### src/rtl/marsohod_wb_arb2.sv
// Two-master Wishbone arbiter: round-robin grant held for the whole cycle,
// stall watchdog that aborts a hung slave access with a one-cycle error.
module marsohod_wb_arb2 #(
   parameter int AW      = 32,
   parameter int DW      = 32,
   parameter int TIMEOUT = 255
) (
   input  logic            clock,
   input  logic            reset_n,
   // master 0 request / response
   input  logic [AW-1:0]   m0_adr_i,
   input  logic [DW-1:0]   m0_dat_i,
   input  logic [DW/8-1:0] m0_sel_i,
   input  logic            m0_we_i,
   input  logic            m0_cyc_i,
   input  logic            m0_stb_i,
   output logic [DW-1:0]   m0_dat_o,
   output logic            m0_ack_o,
   output logic            m0_err_o,
   // master 1 request / response
   input  logic [AW-1:0]   m1_adr_i,
   input  logic [DW-1:0]   m1_dat_i,
   input  logic [DW/8-1:0] m1_sel_i,
   input  logic            m1_we_i,
   input  logic            m1_cyc_i,
   input  logic            m1_stb_i,
   output logic [DW-1:0]   m1_dat_o,
   output logic            m1_ack_o,
   output logic            m1_err_o,
   // shared slave
   output logic [AW-1:0]   s_adr_o,
   output logic [DW-1:0]   s_dat_o,
   output logic [DW/8-1:0] s_sel_o,
   output logic            s_we_o,
   output logic            s_cyc_o,
   output logic            s_stb_o,
   input  logic [DW-1:0]   s_dat_i,
   input  logic            s_ack_i,
   input  logic            s_err_i,
   // status
   output logic [1:0]      gnt_o,
   output logic            timeout_o
);

   localparam logic [15:0] STALL_LIMIT = 16'(TIMEOUT - 1);

   typedef enum logic [2:0] {
      IDLE   = 3'd0,
      GNT0   = 3'd1,
      GNT1   = 3'd2,
      ABORT0 = 3'd3,
      ABORT1 = 3'd4
   } state_e;

   state_e      state_q, state_d;
   logic [15:0] stall_q, stall_d;
   logic        last_q,  last_d;   // 1: m1 was served last, so m0 wins the next tie

   logic        owner_m1;
   logic        own_cyc;
   logic        own_stb;

   assign owner_m1 = (state_q == GNT1) || (state_q == ABORT1);
   assign own_cyc  = owner_m1 ? m1_cyc_i : m0_cyc_i;
   assign own_stb  = owner_m1 ? m1_stb_i : m0_stb_i;

   // NOTE: every always_comb output gets a default first so no latch is inferred.
   always_comb begin
      state_d = state_q;
      stall_d = stall_q;
      last_d  = last_q;
      unique case (state_q)
         IDLE: begin
            stall_d = '0;
            if (m0_cyc_i && m1_cyc_i) state_d = last_q ? GNT0 : GNT1;
            else if (m0_cyc_i)        state_d = GNT0;
            else if (m1_cyc_i)        state_d = GNT1;
         end
         GNT0, GNT1: begin
            if (!own_cyc) begin
               state_d = IDLE;
               stall_d = '0;
               last_d  = owner_m1;
            end else if (s_ack_i || s_err_i || !own_stb) begin
               stall_d = '0;
            end else if (stall_q == STALL_LIMIT) begin
               state_d = owner_m1 ? ABORT1 : ABORT0;
               stall_d = '0;
            end else begin
               stall_d = stall_q + 16'd1;
            end
         end
         ABORT0: begin
            stall_d = '0;
            if (m0_cyc_i) state_d = GNT0;
            else begin
               state_d = IDLE;
               last_d  = 1'b0;
            end
         end
         ABORT1: begin
            stall_d = '0;
            if (m1_cyc_i) state_d = GNT1;
            else begin
               state_d = IDLE;
               last_d  = 1'b1;
            end
         end
         default: begin
            state_d = IDLE;
            stall_d = '0;
         end
      endcase
   end

   // NOTE: sequential state uses non-blocking assignments only.
   always_ff @(posedge clock or negedge reset_n) begin
      if (!reset_n) begin
         state_q <= IDLE;
         stall_q <= '0;
         last_q  <= 1'b1;
      end else begin
         state_q <= state_d;
         stall_q <= stall_d;
         last_q  <= last_d;
      end
   end

   // Routing is decoded from the registered state only, so reset clears it at once.
   always_comb begin
      s_adr_o   = '0;
      s_dat_o   = '0;
      s_sel_o   = '0;
      s_we_o    = 1'b0;
      s_cyc_o   = 1'b0;
      s_stb_o   = 1'b0;
      m0_dat_o  = '0;
      m0_ack_o  = 1'b0;
      m0_err_o  = 1'b0;
      m1_dat_o  = '0;
      m1_ack_o  = 1'b0;
      m1_err_o  = 1'b0;
      gnt_o     = 2'b00;
      timeout_o = 1'b0;
      unique case (state_q)
         GNT0: begin
            s_adr_o  = m0_adr_i;
            s_dat_o  = m0_dat_i;
            s_sel_o  = m0_sel_i;
            s_we_o   = m0_we_i;
            s_cyc_o  = m0_cyc_i;
            s_stb_o  = m0_stb_i;
            m0_dat_o = s_dat_i;
            m0_ack_o = s_ack_i;
            m0_err_o = s_err_i;
            gnt_o    = 2'b01;
         end
         GNT1: begin
            s_adr_o  = m1_adr_i;
            s_dat_o  = m1_dat_i;
            s_sel_o  = m1_sel_i;
            s_we_o   = m1_we_i;
            s_cyc_o  = m1_cyc_i;
            s_stb_o  = m1_stb_i;
            m1_dat_o = s_dat_i;
            m1_ack_o = s_ack_i;
            m1_err_o = s_err_i;
            gnt_o    = 2'b10;
         end
         ABORT0: begin
            m0_err_o  = 1'b1;
            gnt_o     = 2'b01;
            timeout_o = 1'b1;
         end
         ABORT1: begin
            m1_err_o  = 1'b1;
            gnt_o     = 2'b10;
            timeout_o = 1'b1;
         end
         default: ;
      endcase
   end

endmodule

### config.mk
export PLATFORM = sky130hd
export DESIGN_NAME = marsohod_wb_arb2
export DESIGN_NICKNAME = d
export VERILOG_FILES = /design/src/rtl/marsohod_wb_arb2.sv
export SDC_FILE = /design/constraint.sdc
export NUM_CORES = 1
export LEC_CHECK = 0
export CAP_MARGIN = 10
export CORE_AREA = 2 2 125 127
export DETAILED_ROUTE_END_ITERATION = 8
export DIE_AREA = 0 0 127 129
export REMOVE_ABC_BUFFERS = 1
export SYNTH_ARGS = -nofsm -noshare
export SYNTH_HDL_FRONTEND = slang
export SYNTH_SLANG_ARGS = --single-unit
### constraint.sdc
create_clock -name clock -period 2.01 [get_ports clock]
set_clock_uncertainty 0.1 [all_clocks]
set_input_delay 0.5025 -clock clock [delete_from_list [all_inputs] [get_ports clock]]
set_output_delay 0.5025 -clock clock [all_outputs]
set_load 0.1 [all_outputs]
# Word-level counts from Yosys, hierarchy flattened

Index checks and enable logic that the tools add are counted.

Register bits: 20
Logic and storage cells: 63

Add/subtract/negate cells: 1
Equality and inequality tests: 11
Mux-type cells: 35
Reduce and logical (&&, ||, !) cells: 13

Operators by type and width:

| operator                | number |
|---|---|
| $pmux W32 S2            | 2 |
| $mux W16                | 4 |
| $mux W32                | 2 |
| $mux W3                 | 7 |
| $add A16 B1 Y16 const B | 1 |
| $eq A16 B8 Y1 const B   | 1 |
| $pmux W3 S4             | 1 |
| $pmux W1 S2             | 5 |
| $mux W1                 | 9 |
| $pmux W4 S2             | 1 |
| $reduce_or A2 Y1        | 4 |
| $eq A3 B2 Y1 const B    | 2 |
| $ne A2 B2 Y1 const B    | 3 |
| $ne A3 B3 Y1 const B    | 2 |
| $mux W2                 | 2 |
| $ne A4 B4 Y1 const B    | 1 |
| $pmux W2 S2             | 1 |
| $reduce_and A4 Y1       | 1 |
| $eq A3 B1 Y1 const B    | 1 |
| $eq A3 B3 Y1 const B    | 1 |
| $logic_not A3 Y1        | 1 |
| $logic_or A1 B1 Y1      | 3 |
| $pmux W1 S3             | 1 |
| $reduce_and A3 Y1       | 1 |
| other kinds (3)         | 3 |

# Logic depth before layout (Yosys ltp)

Depth after elaboration: 8
Depth in mapped cells: 8

# Worst setup path after synthesis

No wires, ideal clock.

Path kind: reg2out
From: reg state_q[1]
To: out timeout_o
Data arrival time: 2.738 ns
Data required time: 1.407 ns
Slack: -1.331 ns
Cell stages (with the launch flop): 4
Path buffers: 1
Cells stage by stage: dfrtp_1 > buf_6 > nand2b_1 > o21ai_0

Word-level cells in the longest chain between the ends: 3
Elaborated cells on any way between the ends: 4

RTL lines:

| what                                                | line | source |
|---|---|---|
| start: declaration                                  | 55   | `state_e state_q, state_d;` |
| start signal: assignment                            | 123  | `state_q <= state_d;` |
| $eq A3 B3 Y1 / $eq A3 B2 Y1 (equally long branches) | 145  | `unique case (state_q)` |
| $reduce_or A2 Y1 (no source line) (*)               | n/a  |  |
| $mux W1 (*)                                         | 145  |  |
| end: declaration                                    | 42   | `output logic timeout_o` |

Mark *: on every way between the ends. The rest lies on a longest branch, timed or not.

# Final worst setup path

From: reg state_q[2]
To: out s_dat_o[16]

Word-level cells in the longest chain between the ends: 2
Elaborated cells on any way between the ends: 3

RTL lines:

| what                                                | line | source |
|---|---|---|
| $eq A3 B2 Y1 / $eq A3 B1 Y1 (equally long branches) | 145  |  |
| $pmux W32 S2 (*)                                    | 145  |  |
| end: declaration                                    | 32   | `output logic [DW-1:0] s_dat_o,` |

Marked as above.

==> results <==
[layer usage]
layer	vias up	routed length, um	global-route usage [%]
li1	1785	-	-
met1	1900	7690	26.4
met2	151	10200	38.9
met3	24	1230	5.11
met4	0	320	3.62
met5	-	0	0
[where the power goes]
part	leakage (nW)	switching (mW)	internal (mW)
sequential	0.272	0.0332	0.440
clock	0.0511	0.143	0.395
combinational	3.31	8.61	5.68
total	3.63	8.79	6.52
[kinds of logic (layout without fill, tap and decap cells)]
logic type / count (synthesis) / in the layout / synth area share [%]
AO/OA/AOI/OAI: 86 / 86 / 30.2
XOR/XNOR: 12 / 12 / 4.69
flip-flops: 20 / 20 / 20.9
buffers and inverters: 35 / 393 / 7.62
other: 0 / 1 / 0
AND/OR/NAND/NOR: 132 / 133 / 35.6
adder cells (fa/ha/maj): 2 / 2 / 1.04
[stage by stage]
| step | power, mW | cells |
|---|---|---|
| after floorplan | 7.80 | 256 |
| after global placement | 12.9 | 801 |
| after detailed placement | 13.0 | 801 |
| after CTS | 14.8 | 826 |
| after global routing | 15.6 | 835 |
| final | 15.3 | 835 |
[registers in the layout, indices dropped and copies added, names as in the netlist]
name	flops
stall_q	16
state_q	3
last_q	1
[repair_timing]
item	4_1_cts	5_1_grt
buffers inserted	17	11
gates cloned	5	5
setup endpoints to repair	141	145
resized for setup	107	79
pin swaps	37	38
[critical path, cell delays in order (launching register included)]
cell and delay (ns):
dfrtp_1 0.42, nand2b_4 0.17, nor2_4 0.19, buf_12 0.18, buf_12 0.14, a22o_1 0.19, buf_12 0.19
[synth_stat cells (2+ instances only)]
cell type | instances | area share [%]
xnor2_1 | 5 | 1.8
clkbuf_1 | 9 | 1.4
buf_6 | 3 | 1.4
a211oi_2 | 2 | 1.0
nor2_1 | 9 | 1.4
and4_1 | 2 | 0.73
nor3_1 | 4 | 0.83
ha_1 | 2 | 1.0
buf_2 | 17 | 3.5
dfrtp_1 | 19 | 20
and3_1 | 2 | 0.52
nand2b_1 | 3 | 0.78
inv_1 | 4 | 0.63
xor2_1 | 6 | 2.2
nor3_2 | 10 | 4.2
nand3b_1 | 5 | 1.6
nand3_1 | 7 | 1.5
nand4_1 | 5 | 1.3
or3_1 | 3 | 0.78
buf_4 | 2 | 0.63
o21ai_0 | 5 | 1.0
nand2_1 | 4 | 0.63
a22o_1 | 70 | 26
a21oi_1 | 5 | 1.0
and2_1 | 69 | 18
[worst max path at each step]
stage / startpoint / endpoint / slack, ns / depth (start not counted)
finish: state_q[2]$_DFFE_PN0P_ / s_dat_o[16] / -0.34 / 6
floorplan: state_q[2]$_DFFE_PN0P_ / s_adr_o[0] / -3.14 / 3
global route: state_q[2]$_DFFE_PN0P_ / s_dat_o[16] / -0.39 / 6
global placement: m0_cyc_i / s_cyc_o / -0.20 / 5
CTS: state_q[2]$_DFFE_PN0P_ / s_adr_o[2] / -0.34 / 7
detailed placement: m0_cyc_i / s_cyc_o / -0.22 / 5
[final cells by class]
type	instances	share of cell area (%)
timing repair buffer	385	63.1
multi-input combinational	233	27.0
sequential	20	5.77
tap	188	2.70
clock buffer	3	0.862
clock inverter	1	0.345
inverter	4	0.172
antenna	1	0.0287
==> out/qor.txt <==
status: finished, violations left
failing checks: negative setup slack
Post-DP Area: 7450 sq um
Reg area: 503 sq um
max-slew violation count: 0
Hold Crit Depth: 2
Reg-to-Reg End: state_q[1]$_DFFE_PN0P_
GPL Wtd Cong: 0.961
worst hold margin: 0.413 ns
number of enable flip-flop cells after synthesis: 0
depth of the worst register-to-register path: 9
Worst-path clk slew: 0.05 ns
Max Cap Viol: 0
period utilisation layout: 117%
hold endpoint: last_q$_DFFE_PN1P_
FF+latch count, synth: 20
Final WS setup: -0.336 ns
Crit Path Category: reg2out
Cell Area, Synth: 2400 sq um
Die Area: 16400 sq um
FF-to-FF Start: state_q[1]$_DFFE_PN0P_
Synth Flop Type: dfrtp_1
Worst setup SP type: flop
Layout Utilization: 58.2%
Seq/Total Area, Yosys: 20.9%
fmax: 426 MHz
DR vias: 3860
Total GRT Usage: 21.5%
HP Class: reg2reg
VDD IR max: 0.704 mV
Skew-Pair Late Insertion Delay: 0.25 ns
dpl ws: -0.218 ns
CP arrival: 1.74 ns
Slew @ Worst Pin: 0.314 ns
Root Driver: clkbuf_16
first-pass GRT wire length: 26200 um
Synth-to-Final Area Change: 263%
WL/cell: 23.3 um
vias in the first global route: 3961
Clock Sinks: 20
setup TNS: -35.78 ns
nets@finish: 827
pin count of the biggest net entering global routing: 28
CTS Buf Count: 3
final setup violation count: 140
final hold vios: 0
commonest non-fill, non-tap cell in the layout: clkdlybuf4s50_1
CTS Hold Bufs: 0
fraction of layout cells with a size suffix above 1: 54.2%
grt ovf: 0
internal reg-to-reg setup slack: 0.05 ns
H-tree lvl count: 1
CTS tree: done
Synth Instances: 287
RSZ-0062 raised after global routing: true
Placeable Area: 15000 sq um
clk buf depth: 2
Routed Antenna Nets: 0
initial antenna violation count: 1
Syn Area/Cell: 8.36 sq um
Crit. End Element: output port
I/O Pins: 320
Final Critical Period: 2.35 ns
Slew headroom: 78.9%
leakage: 3.63 nW
fillcell total: 1184
Starting Density: 16.0%
Port Buf Inserts: 319
die width: 127 um
Core Rows: 45
Worst Hold Launch: last_q$_DFFE_PN1P_
post-synthesis cell type count: 40
Critical Path RT: 1.41 ns
wirelength, routed: 19400 um
PwrDens: 1760 nW/um^2
drt drc: 0
YS warnings: 0
DP HPWL: 15200 um
height of the die: 129 um
Crit Path Max Fanout: 13
vias per inst: 4.62
commonest cells after routing, fill and taps aside: 174 x clkdlybuf4s50_1, 153 x buf_12, 60 x and2_4
Detailed Routing Iterations Pass 1: 6
Multi-input gate area: 2350 sq um
violation count after the first detailed-routing iteration: 134
fraction of registers with async set/reset: 100%
Final Cell Area: 8710 sq um
(Power assumes the default switching activity.)
